**src/rtl/scandoubler_ctrl.sv**
```systemverilog
// rtl/scandoubler_ctrl.sv - scandoubler sync lock and frame-aligned configuration sequencer
//
// Purpose:
//   Measures the hsync line period and locks onto a stable source.
//   Classifies the source as 15 kHz or 31 kHz.
//   Shadows the user video settings and commits them only at a frame boundary
//   once locked, so the scandoubler never changes mode mid-frame.
//
// Optional feature macro: SCANDOUBLER_CTRL_AUTO_BYPASS_EN
//   When defined, a locked 31 kHz source (is_15k=0) is bypassed automatically.
//   When undefined, bypass follows only the committed force flag, and is also
//   forced high in NOSYNC.
//
// Ports:
//   clk_sys          in   system clock
//   reset_n          in   asynchronous active-low reset
//   hs_in            in   hsync, active low; a line starts on its falling edge
//   vs_in            in   vsync, active low; a frame starts on its falling edge
//   cfg_valid        in   one-cycle strobe that loads cfg_* into the pending registers
//   cfg_scanlines    in   [1:0] requested scanline strength
//   cfg_ce_divider   in   [2:0] requested pixel-clock divider
//   cfg_force_bypass in   1 forces pass-through
//   bypass           out  pass-through select to the scandoubler
//   ce_divider       out  [2:0] committed divider (0 passed through unchanged)
//   scanlines        out  [1:0] committed scanline strength
//   locked           out  sync is stable
//   line_period      out  [HSCNT_WIDTH-1:0] last measured period, saturating
//   is_15k           out  detection result latched at lock
module scandoubler_ctrl #(
  parameter int HSCNT_WIDTH  = 12,
  parameter int TH_15K       = 1500,
  parameter int TOL          = 8,
  parameter int STABLE_LINES = 16,
  parameter int TIMEOUT      = 4095
) (
  input  logic                   clk_sys,
  input  logic                   reset_n,
  input  logic                   hs_in,
  input  logic                   vs_in,
  input  logic                   cfg_valid,
  input  logic [1:0]             cfg_scanlines,
  input  logic [2:0]             cfg_ce_divider,
  input  logic                   cfg_force_bypass,
  output logic                   bypass,
  output logic [2:0]             ce_divider,
  output logic [1:0]             scanlines,
  output logic                   locked,
  output logic [HSCNT_WIDTH-1:0] line_period,
  output logic                   is_15k
);

  localparam int MW = $clog2(STABLE_LINES + 1);
  localparam logic [HSCNT_WIDTH-1:0]   CNT_MAX   = '1;
  localparam logic [HSCNT_WIDTH-1:0]   TIMEOUT_C = HSCNT_WIDTH'(TIMEOUT);
  localparam logic [HSCNT_WIDTH-1:0]   TH_C      = HSCNT_WIDTH'(TH_15K);
  localparam logic signed [HSCNT_WIDTH:0] TOL_C  = (HSCNT_WIDTH + 1)'(TOL);
  localparam logic [MW-1:0]            STABLE_C  = MW'(STABLE_LINES);

  typedef enum logic [1:0] {
    S_NOSYNC  = 2'd0,
    S_MEASURE = 2'd1,
    S_LOCKED  = 2'd2
  } state_t;

  state_t r_state, w_state_next;

  logic                   r_hs_d1, r_hs_d2, r_vs_d1, r_vs_d2;
  logic [HSCNT_WIDTH-1:0] r_cnt;
  logic [HSCNT_WIDTH-1:0] r_line_period;
  logic [MW-1:0]          r_match, w_match_next;
  logic                   r_is_15k, w_is_15k_next;
  logic                   r_locked;
  logic [1:0]             r_pend_scan, r_scan, w_scan_next;
  logic [2:0]             r_pend_ce, r_ce, w_ce_next;
  logic                   r_pend_force, r_force, w_force_next;
  logic                   r_bypass;

  logic                          w_hs_fall, w_vs_fall, w_cnt_sat, w_match, w_commit, w_auto;
  logic [HSCNT_WIDTH-1:0]        w_period_new;
  logic signed [HSCNT_WIDTH:0]   w_diff, w_absdiff;

  // Edge registers reset low so a source that is already low at reset
  // release is not mistaken for a falling edge.
  assign w_hs_fall = r_hs_d2 & ~r_hs_d1;
  assign w_vs_fall = r_vs_d2 & ~r_vs_d1;

  // The counter is cleared on the edge cycle itself, so the cycle count
  // between edges is r_cnt + 1; a saturated counter reports all-ones.
  assign w_cnt_sat    = (r_cnt == CNT_MAX);
  assign w_period_new = w_cnt_sat ? CNT_MAX : r_cnt + 1'b1;

  assign w_diff    = $signed({1'b0, w_period_new}) - $signed({1'b0, r_line_period});
  assign w_absdiff = w_diff[HSCNT_WIDTH] ? -w_diff : w_diff;
  assign w_match   = (w_period_new != CNT_MAX) && (w_absdiff <= TOL_C);

  always_ff @(posedge clk_sys or negedge reset_n) begin
    if (!reset_n) begin
      r_state  <= S_NOSYNC;
      r_match  <= '0;
      r_is_15k <= 1'b0;
    end else begin
      r_state  <= w_state_next;
      r_match  <= w_match_next;
      r_is_15k <= w_is_15k_next;
    end
  end

  always_comb begin
    w_state_next  = r_state;
    w_match_next  = r_match;
    w_is_15k_next = r_is_15k;
    if (w_hs_fall) begin
      case (r_state)
        S_NOSYNC: begin
          w_state_next = S_MEASURE;
          w_match_next = '0;
        end
        S_MEASURE: begin
          if (w_match) begin
            w_match_next = r_match + 1'b1;
            if (r_match + 1'b1 == STABLE_C) begin
              w_state_next  = S_LOCKED;
              w_is_15k_next = (w_period_new >= TH_C);
            end
          end else begin
            w_match_next = '0;
          end
        end
        S_LOCKED: begin
          if (!w_match) begin
            w_state_next = S_MEASURE;
            w_match_next = '0;
          end
        end
        default: begin
          w_state_next = S_NOSYNC;
          w_match_next = '0;
        end
      endcase
    end else if (r_cnt == TIMEOUT_C) begin
      w_state_next = S_NOSYNC;
    end
  end

  // Without a lock there is no frame to protect, so pending values flow
  // straight through; once locked they wait for the frame start.
  assign w_commit     = (r_state != S_LOCKED) || w_vs_fall;
  assign w_scan_next  = w_commit ? r_pend_scan  : r_scan;
  assign w_ce_next    = w_commit ? r_pend_ce    : r_ce;
  assign w_force_next = w_commit ? r_pend_force : r_force;

`ifdef SCANDOUBLER_CTRL_AUTO_BYPASS_EN
  assign w_auto = (w_state_next == S_LOCKED) && !w_is_15k_next;
`else
  assign w_auto = 1'b0;
`endif

  always_ff @(posedge clk_sys or negedge reset_n) begin
    if (!reset_n) begin
      r_hs_d1       <= 1'b0;
      r_hs_d2       <= 1'b0;
      r_vs_d1       <= 1'b0;
      r_vs_d2       <= 1'b0;
      r_cnt         <= '0;
      r_line_period <= '0;
      r_locked      <= 1'b0;
      r_pend_scan   <= '0;
      r_pend_ce     <= '0;
      r_pend_force  <= 1'b0;
      r_scan        <= '0;
      r_ce          <= '0;
      r_force       <= 1'b0;
      r_bypass      <= 1'b1;
    end else begin
      r_hs_d1 <= hs_in;
      r_hs_d2 <= r_hs_d1;
      r_vs_d1 <= vs_in;
      r_vs_d2 <= r_vs_d1;

      if (w_hs_fall) begin
        r_line_period <= w_period_new;
        r_cnt         <= '0;
      end else if (!w_cnt_sat) begin
        r_cnt <= r_cnt + 1'b1;
      end

      // The commit above reads the pending value from before this strobe,
      // so a strobe on the commit cycle lands one frame later.
      if (cfg_valid) begin
        r_pend_scan  <= cfg_scanlines;
        r_pend_ce    <= cfg_ce_divider;
        r_pend_force <= cfg_force_bypass;
      end

      r_scan   <= w_scan_next;
      r_ce     <= w_ce_next;
      r_force  <= w_force_next;
      r_locked <= (w_state_next == S_LOCKED);
      r_bypass <= (w_state_next == S_NOSYNC) || w_force_next || w_auto;
    end
  end

  assign bypass      = r_bypass;
  assign ce_divider  = r_ce;
  assign scanlines   = r_scan;
  assign locked      = r_locked;
  assign line_period = r_line_period;
  assign is_15k      = r_is_15k;

endmodule

```
**config.mk**
```make
export PLATFORM = sky130hd
export DESIGN_NAME = scandoubler_ctrl
export DESIGN_NICKNAME = d
export VERILOG_FILES = /design/src/rtl/scandoubler_ctrl.sv
export SDC_FILE = /design/constraint.sdc
export NUM_CORES = 1
export LEC_CHECK = 0
export ABC_AREA = 1
export CAP_MARGIN = 20
export CORE_UTILIZATION = 55
export CTS_BUF_LIST = sky130_fd_sc_hd__clkbuf_16
export CTS_CLUSTER_SIZE = 24
export DETAILED_ROUTE_END_ITERATION = 7
export GPL_TIMING_DRIVEN = 0
export PLACE_DENSITY = 0.88
export SLEW_MARGIN = 20
export SYNTH_ARGS = -nofsm -noshare
export SYNTH_HDL_FRONTEND = slang
export SYNTH_SLANG_ARGS = --single-unit
```
**constraint.sdc**
```tcl
create_clock -name clk_sys -period 5.2 [get_ports clk_sys]
set_input_delay 0.78 -clock clk_sys [delete_from_list [all_inputs] [get_ports clk_sys]]
set_output_delay 0.78 -clock clk_sys [all_outputs]
set_load 0.01 [all_outputs]
```
# Word level (Yosys, flattened, before mapping)
# Index checks and enable logic that the tools add are counted.
# op_classes
muxes	14
n_reduce_logical	7
n_lt_le_gt_ge	2
n_addsub	4
bitwise	4
n_eq_ne	9
# ops
operator	n
12-bit 2-to-1 mux	3
13-bit by 5-bit <= comparator with 1-bit output (second input constant)	1
13-bit 2-to-1 mux	1
13-bit negator	1
12-bit by 12-bit subtractor with 13-bit output	1
12-bit by 1-bit adder with 12-bit output (second input constant)	1
12-bit == test (second input constant)	1
12-bit by 11-bit >= comparator with 1-bit output (second input constant)	1
12-bit != test (second input constant)	1
2-bit 2-to-1 mux	5
5-bit 2-to-1 mux	2
5-bit one-hot mux with 2 select lines	1
2-bit != test (second input constant)	3
2-bit one-hot mux with 3 select lines	1
5-bit by 1-bit adder with 5-bit output (second input constant)	1
5-bit == test (second input constant)	1
2-bit == test (second input constant)	2
2-bit logical NOT	2
4-bit AND reduction	1
1-bit AND	2
2-bit by 1-bit == test with 1-bit output (second input constant)	1
1-bit logical OR	2
1-bit NOT	2
2-bit AND reduction	1
other kinds (2)	2
# totals
ff_bits	50
input_bits	11
output_inout_bits	20
wordCells	57

# Longest topological paths before layout
# Gate-level depths: netlist (run 1).
# depth
ltp_word	12
ltp_mapped	34
mapped_depth_nobuf	33

# Worst setup path after synthesis (run 1)
# Ideal clock, no wire load.
# synth_timing
kind	reg-to-reg
from	reg r_cnt[0]
to	reg r_is_15k, in the netlist is_15k
n_path_buf	2
setup_ns	0.113
required_time_ns	5.087
t_arrival_ns	3.307
path_stages_with_launch	28
slack_ns	1.780
period_less_slack_ns	3.420
cell_sequence	dfrtp_1 ha_1 nand2_1 nor2_2 nand3_2 nor2_2 nand3_2 buf_6 nand2_1 inv_1 ha_1 inv_2 fa_1 nand2_2 nand2_2 nand3_2 nand2_2 a21oi_4 buf_6 nand2_2 o211ai_2 nand3_2 nor2_4 nand3_4 a21boi_4 nand4_1 nand2_1 inv_1
# synth_between
elab_chain_cells	8
word_cells_on_any_way	11
classes_between	3 x add/sub; 2 x order compare; 2 x eq/ne; 2 x mux; 2 x reduce/logical
# synth_lines
element	line_no	text
start: declaration	68	logic [HSCNT_WIDTH-1:0] r_cnt;
start signal: assignment	184	r_cnt <= r_cnt + 1'b1;
12-bit by 1-bit adder with 12-bit output or 12-bit == test (tied branches)	90, 89	
12-bit 2-to-1 mux *	90	assign w_period_new = w_cnt_sat ? CNT_MAX : r_cnt + 1'b1;
12-bit by 12-bit subtractor with 13-bit output	92	assign w_diff = $signed({1'b0, w_period_new}) - $signed({1'b0, r_line_period});
13-bit negator	93	assign w_absdiff = w_diff[HSCNT_WIDTH] ? -w_diff : w_diff;
13-bit 2-to-1 mux	93	
13-bit by 5-bit <= comparator with 1-bit output	94	assign w_match = (w_period_new != CNT_MAX) && (w_absdiff <= TOL_C);
1-bit logical AND	94	
4-bit AND reduction (no line)	--	
end signal: assignment	104	r_is_15k <= w_is_15k_next;
end: declaration	71	logic r_is_15k, w_is_15k_next;
# Mark *: on every way between the ends. The rest lies on a longest branch, timed or not.
# A chain may end at the register's enable or synchronous reset.

# Worst setup path after layout (run 1)
# Same ends and word-level chain as after synthesis.

==> flow_metrics.tcl, run 1 <==
set metrics [dict create \
    grt_pass1_vias 2784 \
    power.total_uw 2422 \
    syn_nets 490 \
    fin_skew_ns 0.006571 \
    grt_start_max_net_pins 35 \
    layout-area-overhead-vs-synth_pct 16.29 \
    drt-met1-wl_um 3174 \
    die_w_um 81.27 \
    detail_route.wl_per_cell_um 12.09 \
    layout_common_cells "nand2_1 (105), inv_1 (66), dfrtp_1 (49), nand3_1 (35), nor2_1 (34)" \
    yosysWarnings 0 \
    yosysTopAreaCellShare_pct 35.48 \
    cp_slowest_stage_delay_ns 0.41 \
    synthSimpleGateAreaFrac_pct 35.34 \
    synth_xor_area_share_pct 3.765 \
    ios 31 \
    port_buffers 30 \
    htreeDepth 2 \
    post-dp-hpwl_um 5657 \
    synth.distinct_cells 41 \
    p_int_uw 1188 \
    core_sq_mm 0.005991 \
    p_leak_uw 0.001973 \
    place_ws_ns 1.318 \
    insertion_delay_ns 0.29 \
    cp-end-kind "flip-flop" \
    met3_length_um 201 \
    grt_antenna_before_repair 0 \
    synth-main-ff-cell "dfrtp_1" \
    yosys.area_share.adder_pct 5.648 \
    drive_gt1_share_pct 16.70 \
    clk_pin_slew_ns 0.07 \
    muxShareOfSynthArea_pct 0 \
    clkPwrFrac_pct 13.9 \
    initial_utilization_pct 57.69 \
    outcome "complete, no violations" \
    max_freq_mhz 254.2 \
    final_common_cell "nand2_1" \
    routed_via_density 5.199 \
    synth_compound_area_share_pct 9.305 \
    first_pass_iters 4 \
    drtAntennaViolNets 0 \
    crit_type "reg -> reg" \
    critPathRequiredTime_ns 5.39 \
    cts_hold_buf 0 \
    pwr-share-comb_pct 67.7 \
    slowest_stage "dfrtp_1" \
    wl_met2_um 3464 \
    cts_setup_buffers 0 \
    fin_nets 528 \
    drv_cap 0 \
    n_fill_cell 462 \
    ir_worst_vdd_mv 0.4348 \
    ys_seq_area_share_pct 36.24 \
    final-setup-viol-count 0 \
    async_flop_share_pct 100.0 \
    crit_arrival_ns 4.13 \
    switching_share_pct 50.94 \
    switchingPower_uw 1234 \
    dr.first_iter.drc_count 165 \
    routed_wirelength_um 6988 \
    place.gp.congestion 0.8254 \
    syn-cell-area_sq_mm 0.003456 \
    fin_crit_sh_pct 75.64 \
    gr-total-overflow 0 \
    syn_area_per_cell_sq_um 7.448 \
    die-area_sq_mm 0.006604 \
    cts_tree "built" \
    synth_top_family_by_area "simple AND/OR/NAND/NOR gates" \
    synth-seq-cells 50 \
    rows 28 \
    drc 0 \
    yosys.area.top_type "dfrtp_1" \
    report.final.hold_viol_count 0 \
    rsz0062_at_grt "no" \
    cts_buffer_depth 2 \
    syn_inst 464 \
    diodes 0 \
    grt_pass1_wl_um 11960 \
    cts_root_buffer "clkbuf_16" \
    path_max_fanout 10 \
    hold_slack_ns 0.3824 \
    clkSinkCount 50 \
    synth_edf_count 0 \
    numCtsBuffers 5 \
    via_count 3005 \
    synthTopCellsByArea "dfrtp_1 (35%), nand2_1 (11%), inv_1 (7.2%)" \
    power.density_mw_per_mm2 602.7 \
    startpoint_type "flip-flop" \
    min_path_type "reg -> reg" \
    crit_top_cell "nand3_2" \
    finalMaxSlewViolations 0 \
    grt_usage_pct 23.67 \
    max-slew-margin-rel_pct 68.07 \
    seq_power_share_pct 18.4 \
    die_h_um 81.27 \
    cts_resized 0 \
    tightestPinTransition_ns 0.4790 \
    timing.final.ws_setup_ns 1.267 \
    final.min_clock_period_ns 3.933 \
    top_layer "met4" \
    tns_ns 0 \
]
## sequential cells by signal (all words and copies together), names as in the netlist
signal and cells:
r_vs_d2 1, is_15k 1, r_pend_scan 2, r_pend_ce 3
r_pend_force 1, r_force 1, scanlines 2, locked 1
r_cnt 12, r_hs_d2 1, r_state 2, bypass 1
r_hs_d1 1, r_vs_d1 1, ce_divider 3, line_period 12
r_match 5
## critical path, delay by kind of cell, from the launching register on
family	cells	cell delay [ns]
simple gates	15	1.43
flops	1	0.41
buf+inv	4	0.36
fa+ha+maj	3	0.83
compound gates	3	0.58
xor+xnor	1	0.22
## final timing paths
check	endpoint	start	depth (start not counted)	slack (ns)
worst max register to register	is_15k$_DFFE_PN0P_	r_cnt[0]$_DFFE_PN0P_	26	1.27
worst max-delay path	is_15k$_DFFE_PN0P_	r_cnt[0]$_DFFE_PN0P_	26	1.27
min in group asynchronous	r_cnt[10]$_DFFE_PN0P_	reset_n	1	0.42
worst min-delay path	r_hs_d2$_DFF_PN0_	r_hs_d1$_DFF_PN0_	0	0.38
max in group asynchronous	bypass$_DFF_PN1_	reset_n	2	4.19
worst min register to register	r_hs_d2$_DFF_PN0_	r_hs_d1$_DFF_PN0_	0	0.38
## power groups by stage
stage               clock network, uW  registers (uW)  logic [uW]
finish                            337             445        1640
global route                      360             449        1840
CTS                               341             445        1640
detailed placement                  0             452        1630
global placement                    0             450        1550
floorplan                           0             457        1340
## Yosys cell counts (2+ instances only)
cell type,instances
nand3_1,35
a31oi_1,2
o21ai_0,24
inv_2,11
o21ai_1,8
dfrtp_1,49
ha_1,14
nor2_1,34
xnor2_1,6
a21oi_2,2
xor2_1,7
nand3_2,10
a21oi_1,12
nand4_1,8
nor3_1,5
buf_6,2
nand2_2,27
nor2_2,8
clkbuf_1,4
nand3b_1,5
inv_1,66
nor2_4,2
nand2_1,105
## final cells by class
cell class                 instances  area, sq um  share of cell area (%)
timing repair buffer              31        315.3                   7.846
inverter                          77        289.0                   7.192
tap                               75        93.84                   2.335
buffer                             8        46.29                   1.152
multi-input combinational        329         1868                   46.48
clock inverter                     3        28.78                  0.7161
sequential                        50         1252                   31.16
clock buffer                       5        125.1                   3.113
## stage by stage
stage / cell area, sq um / util (%) / std cells
floorplan: 3456 / - / 464
global placement: 3850 / 64.26 / 569
detailed placement: 3865 / 64.52 / 570
CTS: 4019 / 67.08 / 578
global route: 4019 / 67.08 / 578
finish: 4019 / 67.08 / 578
## logic make-up (layout without fill, tap and decap cells)
family | after synthesis | count (layout)
AOI/OAI and AO/OA | 54 | 54
DFF | 50 | 50
adders and majority gates | 15 | 15
and+or+nand+nor | 246 | 246
xor gates and xnor gates | 14 | 14
buffers and inverters | 85 | 124
## routing by layer
layer	vias to the layer above	track usage, %
met2	51	40.42
met3	16	4.045
met1	1390	29.79
li1	1548	-
met4	0	8.750
met5	-	0
Note: power is estimated with default switching activity, not from simulation.
==> inputs of run 2 (changes only) <==
clock period = 4.1 ns   (was 5.2 ns; I/O delays follow)
==> flow_metrics.tcl, run 2 (synthesized netlist as in run 1, its figures left out) <==
set metrics [dict create \
    post-dp-hpwl_um 5657 \
    critPathRequiredTime_ns 4.29 \
    grt_usage_pct 23.67 \
    outcome "complete, no violations" \
    path_max_fanout 10 \
    dpl-instance-area_sq_mm 0.003865 \
    layout_common_cells "nand2_1 (105), inv_1 (65), dfrtp_1 (49), nand3_1 (35), nor2_1 (34)" \
    cts_hold_buf 0 \
    grt_pass1_wl_um 11960 \
    htreeDepth 2 \
    final_common_cell "nand2_1" \
    final.min_clock_period_ns 3.821 \
    tightestPinTransition_ns 0.4843 \
    fin_crit_sh_pct 93.19 \
    via_count 3037 \
    clk_pin_slew_ns 0.07 \
    fin_area_sq_mm 0.004085 \
    die_h_um 81.27 \
    grt_antenna_before_repair 0 \
    die_w_um 81.27 \
    grt_pass1_vias 2784 \
    final-setup-viol-count 0 \
    p_leak_uw 0.001997 \
    layout-area-overhead-vs-synth_pct 18.21 \
    gr-usage-met2_pct 40.42 \
    ir_worst_vdd_mv 0.5946 \
    port_buffers 30 \
    crit_arrival_ns 4.01 \
    max_freq_mhz 261.7 \
    met1_usage_pct 29.79 \
    crit_type "reg -> reg" \
    die-area_sq_mm 0.006604 \
    max-slew-margin-rel_pct 67.71 \
    cts_buffer_depth 2 \
    detail_route.wl_per_cell_um 12.24 \
    drc 0 \
    startpoint_type "flip-flop" \
    finalMaxSlewViolations 0 \
    power.density_mw_per_mm2 775.8 \
    rows 28 \
    place.gp.congestion 0.8254 \
    ios 31 \
    cts_root_buffer "clkbuf_16" \
    cts_tree "built" \
    core_sq_mm 0.005991 \
    diodes 0 \
    numCtsBuffers 5 \
    clkSinkCount 50 \
    grt_use_met3_pct 4.045 \
    hold_slack_ns 0.2584 \
    gr-total-overflow 0 \
    fin_skew_ns 0.005693 \
    min_path_type "in -> async" \
    report.final.hold_viol_count 0 \
    insertion_delay_ns 0.29 \
    cp-end-kind "flip-flop" \
    drtAntennaViolNets 0 \
    initial_utilization_pct 57.69 \
    fin_nets 533 \
    tns_ns 0 \
    dr.first_iter.drc_count 174 \
    first_pass_iters 4 \
    drive_gt1_share_pct 18.70 \
    grt_start_max_net_pins 35 \
    routed_via_density 5.209 \
    routed_wirelength_um 7138 \
    grt.busiest_layer "met2" \
    drv_cap 0 \
]
-- run 2: changes by cell type in the layout (fill, tap and decap cells not counted), moves of 2 or more --
cell | previous run | this run
buf_4 | 0 | 5
nor2_4 | 2 | 4
nor2_2 | 8 | 6
ha_1 | 14 | 12
ha_2 | 0 | 2
-- run 2: area by class of cell --
type                       instances  area, sq um
fill                             454         1906
multi-input combinational        329         1897
sequential                        50         1252
timing repair buffer              36        352.8
inverter                          77        289.0
clock buffer                       5        125.1
tap                               75        93.84
buffer                             8        46.29
clock inverter                     3        28.78
-- run 2: per-layer routing --
metal	wire length (um)	vias to the layer above
met3	227	12
li1	-	1555
met4	117	0
met2	3607	64
met1	3185	1406
met5	0	-
-- run 2: critical path, cell delays in order, from the launching register on --
cell	delay, ns
dfrtp_1	0.39
ha_2	0.20
nand2_1	0.11
nor2_4	0.05
nand3_2	0.10
nor2_4	0.04
nand3_2	0.11
buf_6	0.16
nand2_1	0.09
inv_2	0.07
ha_2	0.17
inv_2	0.06
fa_2	0.36
nand2_2	0.10
nand2_2	0.08
nand3_2	0.09
nand2_2	0.09
a21oi_4	0.27
buf_6	0.19
nand2_2	0.07
o211ai_2	0.07
nand3_2	0.13
nor2_4	0.14
nand3_4	0.11
a21boi_4	0.24
nand4_1	0.11
nand2_1	0.10
inv_1	0.04
-- run 2: per-stage QoR --
step / setup slack, ns / std cells / power (uW) / utilization [%]
final: 0.2790 / 583 / 3169 / 68.19
after floorplan: 0.6800 / 464 / 2285 / -
after detailed placement: 0.2182 / 570 / 2643 / 64.52
after global routing: -0.09296 / 583 / 3468 / 68.19
after global placement: 0.3038 / 569 / 2540 / 64.26
after CTS: 0.2010 / 578 / 3072 / 67.08
-- run 2: final timing paths --
path                                      startpoint                     to  slack, ns  cells past startpoint
worst max-delay path            r_cnt[0]$_DFFE_PN0P_     is_15k$_DFFE_PN0P_       0.28                     27
worst min-delay path                         reset_n  r_cnt[10]$_DFFE_PN0P_       0.26                      1
worst max register to register  r_cnt[0]$_DFFE_PN0P_     is_15k$_DFFE_PN0P_       0.28                     27
worst min register to register     r_vs_d1$_DFF_PN0_      r_vs_d2$_DFF_PN0_       0.38                      0
max in group asynchronous                    reset_n       bypass$_DFF_PN1_       3.25                      2
min in group clk_sys               r_vs_d1$_DFF_PN0_      r_vs_d2$_DFF_PN0_       0.38                      0
-- run 2: power breakdown --
| part | switching, uW | internal (uW) |
|---|---|---|
| Sequential | 26.6 | 538 |
| Clock | 195 | 233 |
| Combinational | 1380 | 796 |
-- run 2: timing repair --
| action | CTS | global route |
|---|---|---|
| setup endpoints to repair | 0 | 9 |
| setup buffers | 0 | 5 |
| gates resized for setup | 0 | 8 |
| endpoints found under the hold margin | 0 | 0 |
